**config.mk**
```make
export PLATFORM = sky130hd
export DESIGN_NAME = mem_access_unit_flat
export DESIGN_NICKNAME = d
export VERILOG_FILES = /design/src/rtl/mem_access_unit_if.sv /design/src/rtl/mem_access_unit.sv /design/src/flat_wrapper.sv
export SDC_FILE = /design/constraint.sdc
export NUM_CORES = 1
export LEC_CHECK = 0
export CORE_AREA = 2 2 131 121
export CTS_CLUSTER_DIAMETER = 80
export CTS_CLUSTER_SIZE = 14
export DETAILED_ROUTE_END_ITERATION = 6
export DIE_AREA = 0 0 133 123
export GPL_TIMING_DRIVEN = 0
export PLACE_DENSITY = 0.76
export SYNTH_ARGS = -nofsm -noshare
export SYNTH_HDL_FRONTEND = slang
export SYNTH_SLANG_ARGS = --single-unit
```
**constraint.sdc**
```tcl
create_clock -name clk -period 12.85 [get_ports clk]
set_input_delay 2.57 -clock clk [delete_from_list [all_inputs] [get_ports clk]]
set_output_delay 2.57 -clock clk [all_outputs]
set_load 0.02 [all_outputs]
```
**src/rtl/mem_access_unit_if.sv**
```systemverilog
// rtl/mem_access_unit_if.sv - request, RAM and response bundle of the MEM-stage load/store unit
interface mem_access_unit_if;
  // pipeline request
  logic        req_valid;
  logic        req_write;
  logic [1:0]  req_size;
  logic        req_unsigned;
  logic [31:0] req_addr;
  logic [31:0] req_wdata;
  // word RAM
  logic [31:0] ram_rdata;
  logic [31:0] ram_addr;
  logic [31:0] ram_wdata;
  logic        ram_read;
  logic        ram_write;
  // pipeline response
  logic        stall;
  logic [31:0] load_data;
  logic        load_valid;
  logic        misalign;
  logic [31:0] bad_addr;

  // environment side: pipeline plus RAM model
  modport master (
    output req_valid, req_write, req_size, req_unsigned, req_addr, req_wdata, ram_rdata,
    input  ram_addr, ram_wdata, ram_read, ram_write, stall, load_data, load_valid, misalign, bad_addr
  );

  // the load/store unit itself
  modport slave (
    input  req_valid, req_write, req_size, req_unsigned, req_addr, req_wdata, ram_rdata,
    output ram_addr, ram_wdata, ram_read, ram_write, stall, load_data, load_valid, misalign, bad_addr
  );
endinterface

```
**src/rtl/mem_access_unit.sv**
```systemverilog
// rtl/mem_access_unit.sv - MEM-stage load/store unit with sub-word read-modify-write
module mem_access_unit #(
  parameter int DEPTH_LOG2 = 8
) (
  input  logic             clk,
  input  logic             rst,
  mem_access_unit_if.slave bus
);

  typedef enum logic {IDLE, RMW_WRITE} state_t;

  state_t                r_state;
  logic [DEPTH_LOG2-1:0] r_idx;
  logic [31:0]           r_merged;
  logic [31:0]           r_load_data;
  logic                  r_load_valid;
  logic                  r_misalign;
  logic [31:0]           r_bad_addr;

  logic                  w_misalign;
  logic [DEPTH_LOG2-1:0] w_idx;
  logic [7:0]            w_byte;
  logic [15:0]           w_half;
  logic [31:0]           w_load_ext;
  logic [31:0]           w_merged;

  // Upper address bits are dropped so accesses wrap inside the RAM.
  assign w_idx = bus.req_addr[DEPTH_LOG2+1:2];

  // Alignment rules: reserved size, odd halfword, or word not on a 4-byte boundary.
  always_comb begin
    w_misalign = 1'b0;
    case (bus.req_size)
      2'b01:   w_misalign = bus.req_addr[0];
      2'b10:   w_misalign = (bus.req_addr[1:0] != 2'b00);
      2'b11:   w_misalign = 1'b1;
      default: w_misalign = 1'b0;
    endcase
  end

  // Pick the addressed lane out of the RAM word and sign/zero-extend it.
  always_comb begin
    w_byte     = 8'h00;
    w_half     = 16'h0000;
    w_load_ext = 32'h0000_0000;
    case (bus.req_addr[1:0])
      2'b00:   w_byte = bus.ram_rdata[7:0];
      2'b01:   w_byte = bus.ram_rdata[15:8];
      2'b10:   w_byte = bus.ram_rdata[23:16];
      default: w_byte = bus.ram_rdata[31:24];
    endcase
    w_half = bus.req_addr[1] ? bus.ram_rdata[31:16] : bus.ram_rdata[15:0];
    case (bus.req_size)
      2'b00:   w_load_ext = {{24{~bus.req_unsigned & w_byte[7]}}, w_byte};
      2'b01:   w_load_ext = {{16{~bus.req_unsigned & w_half[15]}}, w_half};
      default: w_load_ext = bus.ram_rdata;
    endcase
  end

  // Build the store word: current RAM contents with only the target lane replaced.
  always_comb begin
    w_merged = bus.ram_rdata;
    if (bus.req_size == 2'b00) begin
      case (bus.req_addr[1:0])
        2'b00:   w_merged[7:0]   = bus.req_wdata[7:0];
        2'b01:   w_merged[15:8]  = bus.req_wdata[7:0];
        2'b10:   w_merged[23:16] = bus.req_wdata[7:0];
        default: w_merged[31:24] = bus.req_wdata[7:0];
      endcase
    end else if (bus.req_addr[1]) begin
      w_merged[31:16] = bus.req_wdata[15:0];
    end else begin
      w_merged[15:0] = bus.req_wdata[15:0];
    end
  end

  // RAM strobes and stall decoded from state and request; everything low in reset
  // so a write in flight during RMW_WRITE is cut off immediately.
  always_comb begin
    bus.ram_read  = 1'b0;
    bus.ram_write = 1'b0;
    bus.ram_addr  = 32'h0000_0000;
    bus.ram_wdata = 32'h0000_0000;
    bus.stall     = 1'b0;
    if (!rst) begin
      if (r_state == RMW_WRITE) begin
        bus.ram_write = 1'b1;
        bus.ram_addr  = {{(32-DEPTH_LOG2){1'b0}}, r_idx};
        bus.ram_wdata = r_merged;
      end else if (bus.req_valid && !w_misalign) begin
        bus.ram_addr = {{(32-DEPTH_LOG2){1'b0}}, w_idx};
        if (!bus.req_write) begin
          bus.ram_read = 1'b1;
        end else if (bus.req_size == 2'b10) begin
          bus.ram_write = 1'b1;
          bus.ram_wdata = bus.req_wdata;
        end else begin
          bus.ram_read = 1'b1;
          bus.stall    = 1'b1;
        end
      end
    end
  end

  // Control FSM with the registered load/misalign responses.
  always_ff @(posedge clk or posedge rst) begin
    if (rst) begin
      r_state      <= IDLE;
      r_idx        <= '0;
      r_merged     <= 32'h0000_0000;
      r_load_data  <= 32'h0000_0000;
      r_load_valid <= 1'b0;
      r_misalign   <= 1'b0;
      r_bad_addr   <= 32'h0000_0000;
    end else begin
      r_load_valid <= 1'b0;
      r_misalign   <= 1'b0;
      case (r_state)
        IDLE: begin
          if (bus.req_valid) begin
            if (w_misalign) begin
              r_misalign <= 1'b1;
              r_bad_addr <= bus.req_addr;
            end else if (!bus.req_write) begin
              r_load_data  <= w_load_ext;
              r_load_valid <= 1'b1;
            end else if (bus.req_size != 2'b10) begin
              r_idx    <= w_idx;
              r_merged <= w_merged;
              r_state  <= RMW_WRITE;
            end
          end
        end
        RMW_WRITE: r_state <= IDLE;
      endcase
    end
  end

  assign bus.load_data  = r_load_data;
  assign bus.load_valid = r_load_valid;
  assign bus.misalign   = r_misalign;
  assign bus.bad_addr   = r_bad_addr;

endmodule

```
**src/flat_wrapper.sv**
```systemverilog
// flat-port wrapper written by rule: the top's interface ports become plain ports
module mem_access_unit_flat 
#(
  parameter int DEPTH_LOG2 = 8
)
  (clk, rst, bus_req_valid, bus_req_write, bus_req_size, bus_req_unsigned, bus_req_addr, bus_req_wdata, bus_ram_rdata, bus_ram_addr, bus_ram_wdata, bus_ram_read, bus_ram_write, bus_stall, bus_load_data, bus_load_valid, bus_misalign, bus_bad_addr);
  mem_access_unit_if bus_i ();
  input  logic clk;
  input  logic rst;
  input wire logic [$bits(bus_i.req_valid)-1:0] bus_req_valid;
  input wire logic [$bits(bus_i.req_write)-1:0] bus_req_write;
  input wire logic [$bits(bus_i.req_size)-1:0] bus_req_size;
  input wire logic [$bits(bus_i.req_unsigned)-1:0] bus_req_unsigned;
  input wire logic [$bits(bus_i.req_addr)-1:0] bus_req_addr;
  input wire logic [$bits(bus_i.req_wdata)-1:0] bus_req_wdata;
  input wire logic [$bits(bus_i.ram_rdata)-1:0] bus_ram_rdata;
  output wire logic [$bits(bus_i.ram_addr)-1:0] bus_ram_addr;
  output wire logic [$bits(bus_i.ram_wdata)-1:0] bus_ram_wdata;
  output wire logic [$bits(bus_i.ram_read)-1:0] bus_ram_read;
  output wire logic [$bits(bus_i.ram_write)-1:0] bus_ram_write;
  output wire logic [$bits(bus_i.stall)-1:0] bus_stall;
  output wire logic [$bits(bus_i.load_data)-1:0] bus_load_data;
  output wire logic [$bits(bus_i.load_valid)-1:0] bus_load_valid;
  output wire logic [$bits(bus_i.misalign)-1:0] bus_misalign;
  output wire logic [$bits(bus_i.bad_addr)-1:0] bus_bad_addr;
  assign bus_i.req_valid = bus_req_valid;
  assign bus_i.req_write = bus_req_write;
  assign bus_i.req_size = bus_req_size;
  assign bus_i.req_unsigned = bus_req_unsigned;
  assign bus_i.req_addr = bus_req_addr;
  assign bus_i.req_wdata = bus_req_wdata;
  assign bus_i.ram_rdata = bus_ram_rdata;
  assign bus_ram_addr = bus_i.ram_addr;
  assign bus_ram_wdata = bus_i.ram_wdata;
  assign bus_ram_read = bus_i.ram_read;
  assign bus_ram_write = bus_i.ram_write;
  assign bus_stall = bus_i.stall;
  assign bus_load_data = bus_i.load_data;
  assign bus_load_valid = bus_i.load_valid;
  assign bus_misalign = bus_i.misalign;
  assign bus_bad_addr = bus_i.bad_addr;
  mem_access_unit #(.DEPTH_LOG2(DEPTH_LOG2)) u_core (.clk(clk), .rst(rst), .bus(bus_i));
endmodule
```
==> results_dict.tcl <==
set metrics [dict create \
    synth-seq-cells 107 \
    crit_family "buffers and inverters" \
    drive_above_1_share 0.151 \
    p_leak_nw 3.88 \
    clockRootBuffer "clkbuf_16" \
    clock_latency_ps 360 \
    p_per_area_nw_per_um2 123 \
    yosys.area.top_type_share 0.433 \
    crit_path_start_kind "input pin" \
    path_cells "clkdlybuf4s50_1 > inv_4 > buf_16 > o21ai_1 > buf_2 > nor2_1 > clkdlybuf4s50_1" \
    rr_endpoint "u_core.r_merged[2]" \
    yosys_warnings 0 \
    place.gp.congestion 0.953 \
    syn_avg_cell_area_um2 9.84 \
    async_flop_share 1.00 \
    io_pins 236 \
    required_ps 10280 \
    max_stage_delay_ps 640 \
    hold_path_startpoint "u_core.r_idx[2]" \
    core_um2 15000 \
    via_per_inst 5.19 \
    start_util 0.412 \
    finalInstanceArea_um2 8940 \
    fmax_mhz 127 \
    grt_use_total 0.242 \
    holdPathStages 2 \
    placement.io_buffers 209 \
    yosys_most_used_dff "dfrtp_1" \
    routed_wl_mm 19.6 \
    die_w_um 133 \
    syn_to_final_growth_pct 44.6 \
    finalCritPeriodShare 0.615 \
    clockBufferDepth 2 \
    grt_pass1_wl_mm 30.4 \
    status "finished, final reports clean" \
    rows 43 \
    synth_seq_area_share 0.433 \
    arrival_ps 5330 \
    slowest_stage "clkdlybuf4s50_1" \
    path_max_fanout 71 \
    whs_endpoint "u_core.r_idx[2]" \
    hold_viol_final 0 \
    hpwlAfterDp_mm 15.2 \
    syn_inst 628 \
    post_dp_cell_area_um2 8640 \
    drt_iter0_markers 349 \
    fp.dieArea_um2 16400 \
    ys_types 51 \
    postCtsHoldBufs 0 \
    vias 5600 \
    post_drt_wl_per_cell_um 18.2 \
    synth_area_leader_cell "dfrtp_1" \
    yosysMostFrequentCell "dfrtp_1" \
    hold_path.class "flip-flop to flip-flop" \
    skew_ps 5.80 \
    clock_sink_count 107 \
    drtPass1Iterations 5 \
    grt_max_degree 72 \
    synth_edf_count 0 \
    postCtsSetupBuffers 0 \
    final_max_slew_viol_count 0 \
    drc 0 \
    r2r_slack_ps 10950 \
    reg2reg_depth 7 \
    peakVddDrop_mv 0.0625 \
    antenna_cells 0 \
    ant_nets 0 \
    end_kind "output pin" \
    worst-slew-pin-transition_ps 805 \
    cap_viol_max_count 0 \
    die_h_um 123 \
    h-tree-depth 3 \
    synth_area_um2 6180 \
    finalSetupTns_ps 0 \
    cts_tree "yes" \
    cts-resized-gates 0 \
    cts_buffers 9 \
    crit_buf_inv 5 \
    fin_crit_ps 7900 \
    max_slew_margin 0.463 \
    ys_top_cells_by_count "dfrtp_1 (107), nand2_1 (75), nor2_1 (60)" \
    fin_nets 975 \
    rsz0062_at_grt "false" \
    r2r-start "u_core.r_state" \
    critPathMostFrequentCell "clkdlybuf4s50_1" \
    grt.overflow.total 0 \
    criticalPathCategory "input pin to output pin" \
    antenna_found_initial 0 \
    ys_top_cells_by_area "dfrtp_1 (43%), mux2i_1 (9.2%), mux2_4 (6.1%), nand2_1 (4.6%), o21ai_0 (4.0%)" \
    grt_pass1_vias 5493 \
    path_clk_slew_ps 70 \
    final-setup-viol-count 0 \
]
## worst reg2reg max path: stages, from the launching register on
cell and delay (ps):
dfrtp_1 360, buf_2 190, nand2b_4 180, a2111o_1 330, buf_2 200, clkbuf_1 290, nand2_1 150, o21ai_0 90
## power by group
| group | leakage (nW) | total (mW) | internal, mW | switching, mW |
|---|---|---|---|---|
| combinational | 2.44 | 0.375 | 0.190 | 0.185 |
| sequential | 1.29 | 0.447 | 0.406 | 0.0406 |
| clock | 0.150 | 0.281 | 0.149 | 0.131 |
| total | 3.88 | 1.10 | 0.745 | 0.357 |
## through the flow
| stage | setup slack [ps] | power, mW | utilization | instances | hold WS (ps) |
|---|---|---|---|---|---|
| final | 4950 | 1.10 | 0.596 | 1079 | 478 |
| after floorplan | 4340 | 0.649 | - | 651 | 446 |
| after global placement | 1600 | 0.819 | 0.574 | 1062 | 459 |
| after CTS | 4860 | 1.11 | 0.596 | 1079 | 481 |
| after global routing | 4680 | 1.15 | 0.596 | 1079 | 497 |
| after detailed placement | 4860 | 0.827 | 0.576 | 1063 | 463 |
## per-layer routing
metal / track usage / share of wire
met1: 0.337 / 0.45
met2: 0.380 / 0.45
met3: 0.0554 / 0.079
met4: 0.0733 / 0.020
met5: 0 / 0
## final cells by class
| type | instances | area, um^2 |
|---|---|---|
| Sequential cell | 107 | 2680 |
| Clock buffer | 12 | 267 |
| Clock inverter | 4 | 31.3 |
| Fill cell | 1271 | 6070 |
| Multi-Input combinational cell | 464 | 3080 |
| Inverter | 8 | 32.5 |
| Buffer | 72 | 477 |
| Tap cell | 202 | 253 |
| Timing Repair Buffer | 210 | 2120 |
## how the worst max path moves through the flow
stage          startpoint           endpoint  cells after the start
4_1_cts               rst   bus_ram_wdata[9]                      7
6_report              rst  bus_ram_wdata[11]                      7
3_3_place_gp          rst   bus_ram_wdata[9]                      6
2_1_floorplan         rst  bus_ram_wdata[10]                      4
3_5_place_dp          rst   bus_ram_wdata[9]                      7
5_1_grt               rst  bus_ram_wdata[11]                      7
## state kept, by name (all words and copies together), names as in the netlist
| register | count |
|---|---|
| u_core.r_state | 1 |
| u_core.bus.misalign | 1 |
| u_core.r_merged | 32 |
| u_core.bus.load_data | 32 |
| u_core.bus.load_valid | 1 |
| u_core.r_idx | 8 |
| u_core.bus.bad_addr | 32 |
## logic make-up (layout without fill, tap and decap cells)
| family | Yosys count | in the layout | synth area share |
|---|---|---|---|
| compound gates | 141 | 141 | 0.155 |
| buf+inv | 80 | 306 | 0.0820 |
| flops | 107 | 107 | 0.433 |
| mux | 94 | 94 | 0.175 |
| other cells | 1 | 24 | 0.000607 |
| simple gates | 205 | 205 | 0.155 |
## cell usage in the layout (no fill, tap or decap), types with 22 or more instances in the layout
cell type        count
clkdlybuf4s50_1    209
dfrtp_1            107
nand2_1             75
nor2_1              60
mux2i_1             57
o21ai_0             49
buf_4               29
mux2_4              25
conb_1              24
a21oi_1             22
Power figures use the tool's default switching activity.
